===== src/rtl/midi_pkg.sv =====
// rtl/midi_pkg.sv - shared parser states, running-status kinds and MIDI byte constants
package midi_pkg;

   typedef enum logic [1:0] {
      WAIT_STATUS,
      WAIT_D1,
      WAIT_D2,
      ALLOC
   } parse_state_t;

   // RS_IGNORE keeps data bytes framed for channel messages this block does not act on
   typedef enum logic [1:0] {
      RS_NONE,
      RS_IGNORE,
      RS_NOTE_OFF,
      RS_NOTE_ON
   } run_status_t;

   localparam logic [3:0] NOTE_OFF      = 4'h8;
   localparam logic [3:0] NOTE_ON       = 4'h9;
   localparam logic [7:0] REALTIME_MIN  = 8'hF8;
   localparam logic [7:0] SYSCOMMON_MIN = 8'hF0;

endpackage


===== src/rtl/midi_voice_select.sv =====
// rtl/midi_voice_select.sv - combinational search for matching, free and oldest voices
module midi_voice_select
   import midi_pkg::*;
#(
   parameter int NUM_VOICES = 4,
   parameter int IW         = $clog2(NUM_VOICES)
) (
   input  logic [NUM_VOICES-1:0]    gates,
   input  logic [7*NUM_VOICES-1:0]  notes,
   input  logic [IW*NUM_VOICES-1:0] ages,
   input  logic [6:0]               note,
   output logic                     match_hit,
   output logic [IW-1:0]            match_idx,
   output logic                     free_hit,
   output logic [IW-1:0]            free_idx,
   output logic [IW-1:0]            oldest_idx
);

   logic          found;
   logic [IW-1:0] best;

   always_comb begin
      match_hit  = 1'b0;
      match_idx  = '0;
      free_hit   = 1'b0;
      free_idx   = '0;
      oldest_idx = '0;
      found      = 1'b0;
      best       = '0;
      // Descending scan so the lowest index is the last writer
      for (int i = NUM_VOICES - 1; i >= 0; i--) begin
         if (gates[i] && notes[7*i +: 7] == note) begin
            match_hit = 1'b1;
            match_idx = IW'(i);
         end
         if (!gates[i]) begin
            free_hit = 1'b1;
            free_idx = IW'(i);
         end
      end
      // Strict compare keeps the lowest index among equally old voices
      for (int i = 0; i < NUM_VOICES; i++) begin
         if (gates[i] && (!found || ages[IW*i +: IW] > best)) begin
            found      = 1'b1;
            best       = ages[IW*i +: IW];
            oldest_idx = IW'(i);
         end
      end
   end

endmodule


===== src/rtl/midi_voice_allocator.sv =====
// rtl/midi_voice_allocator.sv - MIDI Note On/Off parser and voice allocator; MIDI_VOICE_STEAL_EN enables stealing
module midi_voice_allocator
   import midi_pkg::*;
#(
   parameter int NUM_VOICES = 4,
   parameter int CHANNEL    = 0
) (
   input  logic                    clk,
   input  logic                    reset,
   input  logic [7:0]              byte_in,
   input  logic                    byte_valid,
   output logic                    byte_rd,
   output logic [NUM_VOICES-1:0]   voice_gate,
   output logic [7*NUM_VOICES-1:0] voice_note,
   output logic [7*NUM_VOICES-1:0] voice_vel,
   output logic                    alloc_drop
);

   localparam int            IW      = $clog2(NUM_VOICES);
   localparam logic [IW-1:0] AGE_MAX = IW'(NUM_VOICES - 1);
`ifdef MIDI_VOICE_STEAL_EN
   localparam bit STEAL_EN = 1'b1;
`else
   localparam bit STEAL_EN = 1'b0;
`endif

   parse_state_t             state, state_nxt;
   run_status_t              rs, rs_nxt;
   logic [6:0]               data1, data1_nxt, data2, data2_nxt;
   logic [IW*NUM_VOICES-1:0] ages;
   logic                     match_hit, free_hit, tgt_hit, note_on;
   logic [IW-1:0]            match_idx, free_idx, oldest_idx, tgt_idx;

   assign byte_rd = reset && byte_valid && (state != ALLOC);
   assign note_on = (rs == RS_NOTE_ON) && (data2 != 7'd0);

   always_ff @(posedge clk) begin
      if (!reset) begin
         state <= WAIT_STATUS;
         rs    <= RS_NONE;
         data1 <= '0;
         data2 <= '0;
      end else begin
         state <= state_nxt;
         rs    <= rs_nxt;
         data1 <= data1_nxt;
         data2 <= data2_nxt;
      end
   end

   always_comb begin
      state_nxt = state;
      rs_nxt    = rs;
      data1_nxt = data1;
      data2_nxt = data2;
      if (state == ALLOC) begin
         state_nxt = WAIT_STATUS;
      end else if (byte_rd && byte_in < REALTIME_MIN) begin
         if (byte_in >= SYSCOMMON_MIN) begin
            rs_nxt    = RS_NONE;
            state_nxt = WAIT_STATUS;
         end else if (byte_in[7]) begin
            if (byte_in[3:0] == 4'(CHANNEL) && byte_in[7:4] == NOTE_ON)
               rs_nxt = RS_NOTE_ON;
            else if (byte_in[3:0] == 4'(CHANNEL) && byte_in[7:4] == NOTE_OFF)
               rs_nxt = RS_NOTE_OFF;
            else
               rs_nxt = RS_IGNORE;
            state_nxt = WAIT_D1;
         end else begin
            case (state)
               WAIT_STATUS: begin
                  if (rs != RS_NONE) begin
                     data1_nxt = byte_in[6:0];
                     state_nxt = WAIT_D2;
                  end
               end
               WAIT_D1: begin
                  data1_nxt = byte_in[6:0];
                  state_nxt = WAIT_D2;
               end
               WAIT_D2: begin
                  data2_nxt = byte_in[6:0];
                  state_nxt = (rs == RS_NOTE_ON || rs == RS_NOTE_OFF) ? ALLOC : WAIT_STATUS;
               end
               default: state_nxt = WAIT_STATUS;
            endcase
         end
      end
   end

   midi_voice_select #(.NUM_VOICES(NUM_VOICES), .IW(IW)) u_select (
      .gates      (voice_gate),
      .notes      (voice_note),
      .ages       (ages),
      .note       (data1),
      .match_hit  (match_hit),
      .match_idx  (match_idx),
      .free_hit   (free_hit),
      .free_idx   (free_idx),
      .oldest_idx (oldest_idx)
   );

   always_comb begin
      tgt_hit = match_hit || free_hit;
      tgt_idx = match_hit ? match_idx : free_idx;
      if (!tgt_hit && STEAL_EN) begin
         tgt_hit = 1'b1;
         tgt_idx = oldest_idx;
      end
   end

   always_ff @(posedge clk) begin
      if (!reset) begin
         voice_gate <= '0;
         voice_note <= '0;
         voice_vel  <= '0;
         ages       <= '0;
         alloc_drop <= 1'b0;
      end else begin
         alloc_drop <= 1'b0;
         if (state == ALLOC) begin
            if (note_on) begin
               if (tgt_hit) begin
                  for (int i = 0; i < NUM_VOICES; i++) begin
                     if (IW'(i) == tgt_idx) begin
                        voice_gate[i]       <= 1'b1;
                        voice_note[7*i +: 7] <= data1;
                        voice_vel[7*i +: 7]  <= data2;
                        ages[IW*i +: IW]     <= '0;
                     end else if (voice_gate[i] && ages[IW*i +: IW] != AGE_MAX) begin
                        ages[IW*i +: IW] <= ages[IW*i +: IW] + 1'b1;
                     end
                  end
               end else begin
                  alloc_drop <= 1'b1;
               end
            end else begin
               for (int i = 0; i < NUM_VOICES; i++)
                  if (voice_gate[i] && voice_note[7*i +: 7] == data1)
                     voice_gate[i] <= 1'b0;
            end
         end
      end
   end

endmodule


===== config.mk =====
export PLATFORM = sky130hd
export DESIGN_NAME = midi_voice_allocator
export DESIGN_NICKNAME = d
export VERILOG_FILES = /design/src/rtl/midi_pkg.sv /design/src/rtl/midi_voice_select.sv /design/src/rtl/midi_voice_allocator.sv
export SDC_FILE = /design/constraint.sdc
export NUM_CORES = 1
export LEC_CHECK = 0
export ABC_AREA = 1
export CORE_MARGIN = 10
export CORE_UTILIZATION = 55
export CTS_BUF_LIST = sky130_fd_sc_hd__clkbuf_16
export DETAILED_ROUTE_END_ITERATION = 16
export HOLD_SLACK_MARGIN = 0.15
export PLACE_DENSITY = 0.83
export RECOVER_POWER = 100
export SETUP_SLACK_MARGIN = 0.5
export SLEW_MARGIN = 25
export SYNTH_ARGS = -nofsm -noshare
export SYNTH_HDL_FRONTEND = slang
export SYNTH_HIERARCHICAL = 1
export SYNTH_SLANG_ARGS = --single-unit

===== constraint.sdc =====
create_clock -name clk -period 5.19 [get_ports clk]
set_clock_uncertainty 0.1 [all_clocks]
set_input_delay 0.7785 -clock clk [delete_from_list [all_inputs] [get_ports clk]]
set_output_delay 0.7785 -clock clk [all_outputs]
set_load 0.05 [all_outputs]

==> metrics.csv <==
stage,metric,value,unit
setup_path,crit path DAT,4.10,ns
yosys,Post-Syn Instances,696,
placed_design,Post-DP Area,4987,um^2
clocking,CTS tree,done,
die,IO Pins,73,
clocking,post_cts resized,0,
die,DIE WIDTH,108.1,um
power,P_leak,2.243,nW
setup_path,Worst path slowest cell,dfxtp_1,
placed_design,Port-buffer cells,72,
cells_and_area,FILL cells,692,
placed_design,Post-DP HPWL,9.042,mm
setup_path,Crit Path Max Fanout,15,
timing,Worst Tran Pin Value,0.7585,ns
cells_and_area,n_diodes,0,
setup_path,"slowest stage delay, CP",0.66,ns
cells_and_area,Layout area overhead,23.86,%
global_route,GRT overflow,0,
yosys,mean post-synth cell area,6.134,um^2
timing,Tcrit/Tclk final,0.7655,
timing,FMAX,0.2517,GHz
cells_and_area,register area,1582,um^2
yosys,net count after synthesis,707,
global_route,GRT Overall Usage,0.2195,
yosys,synth warn,6,
timing,max-slew violations,0,
clocking,Setup Buffers After CTS,0,
run,total of max-cap violations,0,
timing,RSZ-0062 raised after global routing,no,
setup_path,crit path cell chain,inv_1 -> nor2_1 -> nor2_1 -> nand2_1 -> nor2_1 -> a21oi_1 -> nand2_1 -> nor2_1 -> nor2_8 -> clkinvlp_2 -> nor2_4 -> nand2_1 -> clkinvlp_2 -> nor2_1 -> nor2_1,
placed_design,pre-CTS setup slack,1.791,ns
power,Switch Pwr,0.3328,mW
timing,Fin Setup TNS,0,ns
power,Comb pwr share,0.059,
global_route,vias in the first global route,4344,
route,Initial DRC Count,382,
power,Clock power frac,0.512,
route,Antenna Nets Post-Route,0,
power,PD cells,274.5,nW/um^2
cells_and_area,layout cells sized above 1,0.04987,
power,Sw Ratio,0.2293,
clocking,CTS hold repair buffers,0,
power,sequential power share,0.429,
timing,relative slew slack,0.4905,
die,initial core utilization,0.5582,
clocking,Clock transition at path regs,0.06,ns
run_status,outcome,"finished, final reports clean",
power,cell-internal power,1.118,mW
die,Die H,108.1,um
route,drt first pass iters,5,
setup_path,CP Launch Type,flip-flop,
setup_path,CP dominant cell by count,nor2_1,
clocking,CTS Buf Count,9,
global_route,largest net degree at the start of global routing,79,
die,die area,11690,um^2
cells_and_area,Final Net Count,768,
min_path,Min-Delay Path Class,flip-flop to flip-flop,
power,VDD IR max,0.2071,mV
clocking,CTS Buffer Depth,2,
cells_and_area,post-route cell area,5288,um^2
clocking,CTS Root Cell,clkbuf_16,
route,DRC viols,0,
setup_path,CP Class,flip-flop to flip-flop,
timing,final worst slack,1.217,ns
setup_path,CP required,5.32,ns
yosys,Post-Syn Area,4269,um^2
global_route,first-pass GRT wire length,20.98,mm
die,cell row count,32,
global_route,initial antenna violation count,0,
timing,fin crit period,3.973,ns
timing,final hold violations,0,
clocking,clk_lat worst skew,0.34,ns
cells_and_area,Multi-input gate area,2117,um^2
route,drt via density,5.282,
route,vias,4564,
route,drt total wl,12.71,mm
timing,# setup viols final,0,
setup_path,Worst setup EP type,flip-flop,
die,core box area,7647,um^2
placed_design,global placement routability congestion,0.9401,
clocking,H-tree Lvls,3,
clocking,CTS Sinks,79,
route,WL per Instance,14.71,um
[metrics by stage]
| stage | hold slack [ns] | utilization | cells | total power, mW |
|---|---|---|---|---|
| after global placement | 0.3650 | 0.6522 | 848 | 0.7174 |
| after detailed placement | 0.3726 | 0.6522 | 848 | 0.7198 |
| after global routing | 0.3977 | 0.6914 | 864 | 1.488 |
| after CTS | 0.3861 | 0.6983 | 864 | 1.452 |
| after floorplan | 0.3481 | - | 696 | 0.6921 |
| final | 0.3753 | 0.6914 | 864 | 1.451 |
[power by group through the flow]
stage               logic [mW]  clock network, mW  registers, mW
detailed placement      0.0841                  0          0.636
global placement        0.0820                  0          0.635
global route            0.0959              0.770          0.623
CTS                     0.0857              0.744          0.622
finish                  0.0860              0.743          0.623
floorplan               0.0637                  0          0.628
[final timing paths]
| path | start | end | slack (ns) | depth (start not counted) |
|---|---|---|---|---|
| worst max-delay path | data1[0] | voice_vel[15] | 1.22 | 15 |
| worst max register to register | data1[0] | voice_vel[15] | 1.22 | 15 |
| worst min register to register | voice_vel[21] | voice_vel[21] | 0.38 | 2 |
| worst min-delay path | voice_vel[21] | voice_vel[21] | 0.38 | 2 |
[critical path: cells and delay by family, from the launching register on]
kind	cells	cell delay, ns
buffers and inverters	3	1.04
AND/OR/NAND/NOR	11	1.78
flip-flops	1	0.66
AO/OA/AOI/OAI	1	0.29
[registers in the layout, indices dropped and copies added, names as in the netlist]
register    count
alloc_drop      1
data1           7
data2           7
rs              2
state           2
voice_gate      4
voice_note     28
voice_vel      28
[metal layers]
metal | wire length, um | GRT usage | part of all wire | vias up
met2 | 6215 | 0.3767 | 0.49 | 215
li1 | - | - | - | 2255
met3 | 1104 | 0.04462 | 0.087 | 30
met5 | 0 | 0 | 0 | -
met1 | 5065 | 0.2586 | 0.40 | 2064
met4 | 326 | 0.09637 | 0.026 | 0
[placed cells by master (no fill, tap or decap), types with 5 or more instances in the layout]
| cell type | n |
|---|---|
| nor3_1 | 5 |
| inv_2 | 5 |
| o21ai_0 | 30 |
| dlygate4sd3_1 | 62 |
| o21ai_1 | 40 |
| clkinvlp_2 | 5 |
| clkbuf_16 | 9 |
| nand4_1 | 11 |
| nor2_1 | 175 |
| nand3b_1 | 5 |
| nand3_1 | 11 |
| inv_1 | 91 |
| nand2_1 | 179 |
| dfxtp_1 | 79 |
| clkdlybuf4s50_1 | 9 |
| a21oi_1 | 18 |
[layout make-up]
class,count,area share
repair buffers,73,0.1368
flip-flops and latches,79,0.2991
inverters,101,0.07288
well taps,102,0.02414
clock buffers,9,0.04259
multi-input cells,493,0.4004
clock inverters,7,0.02414
No activity file was read; power rests on OpenSTA's default activity.
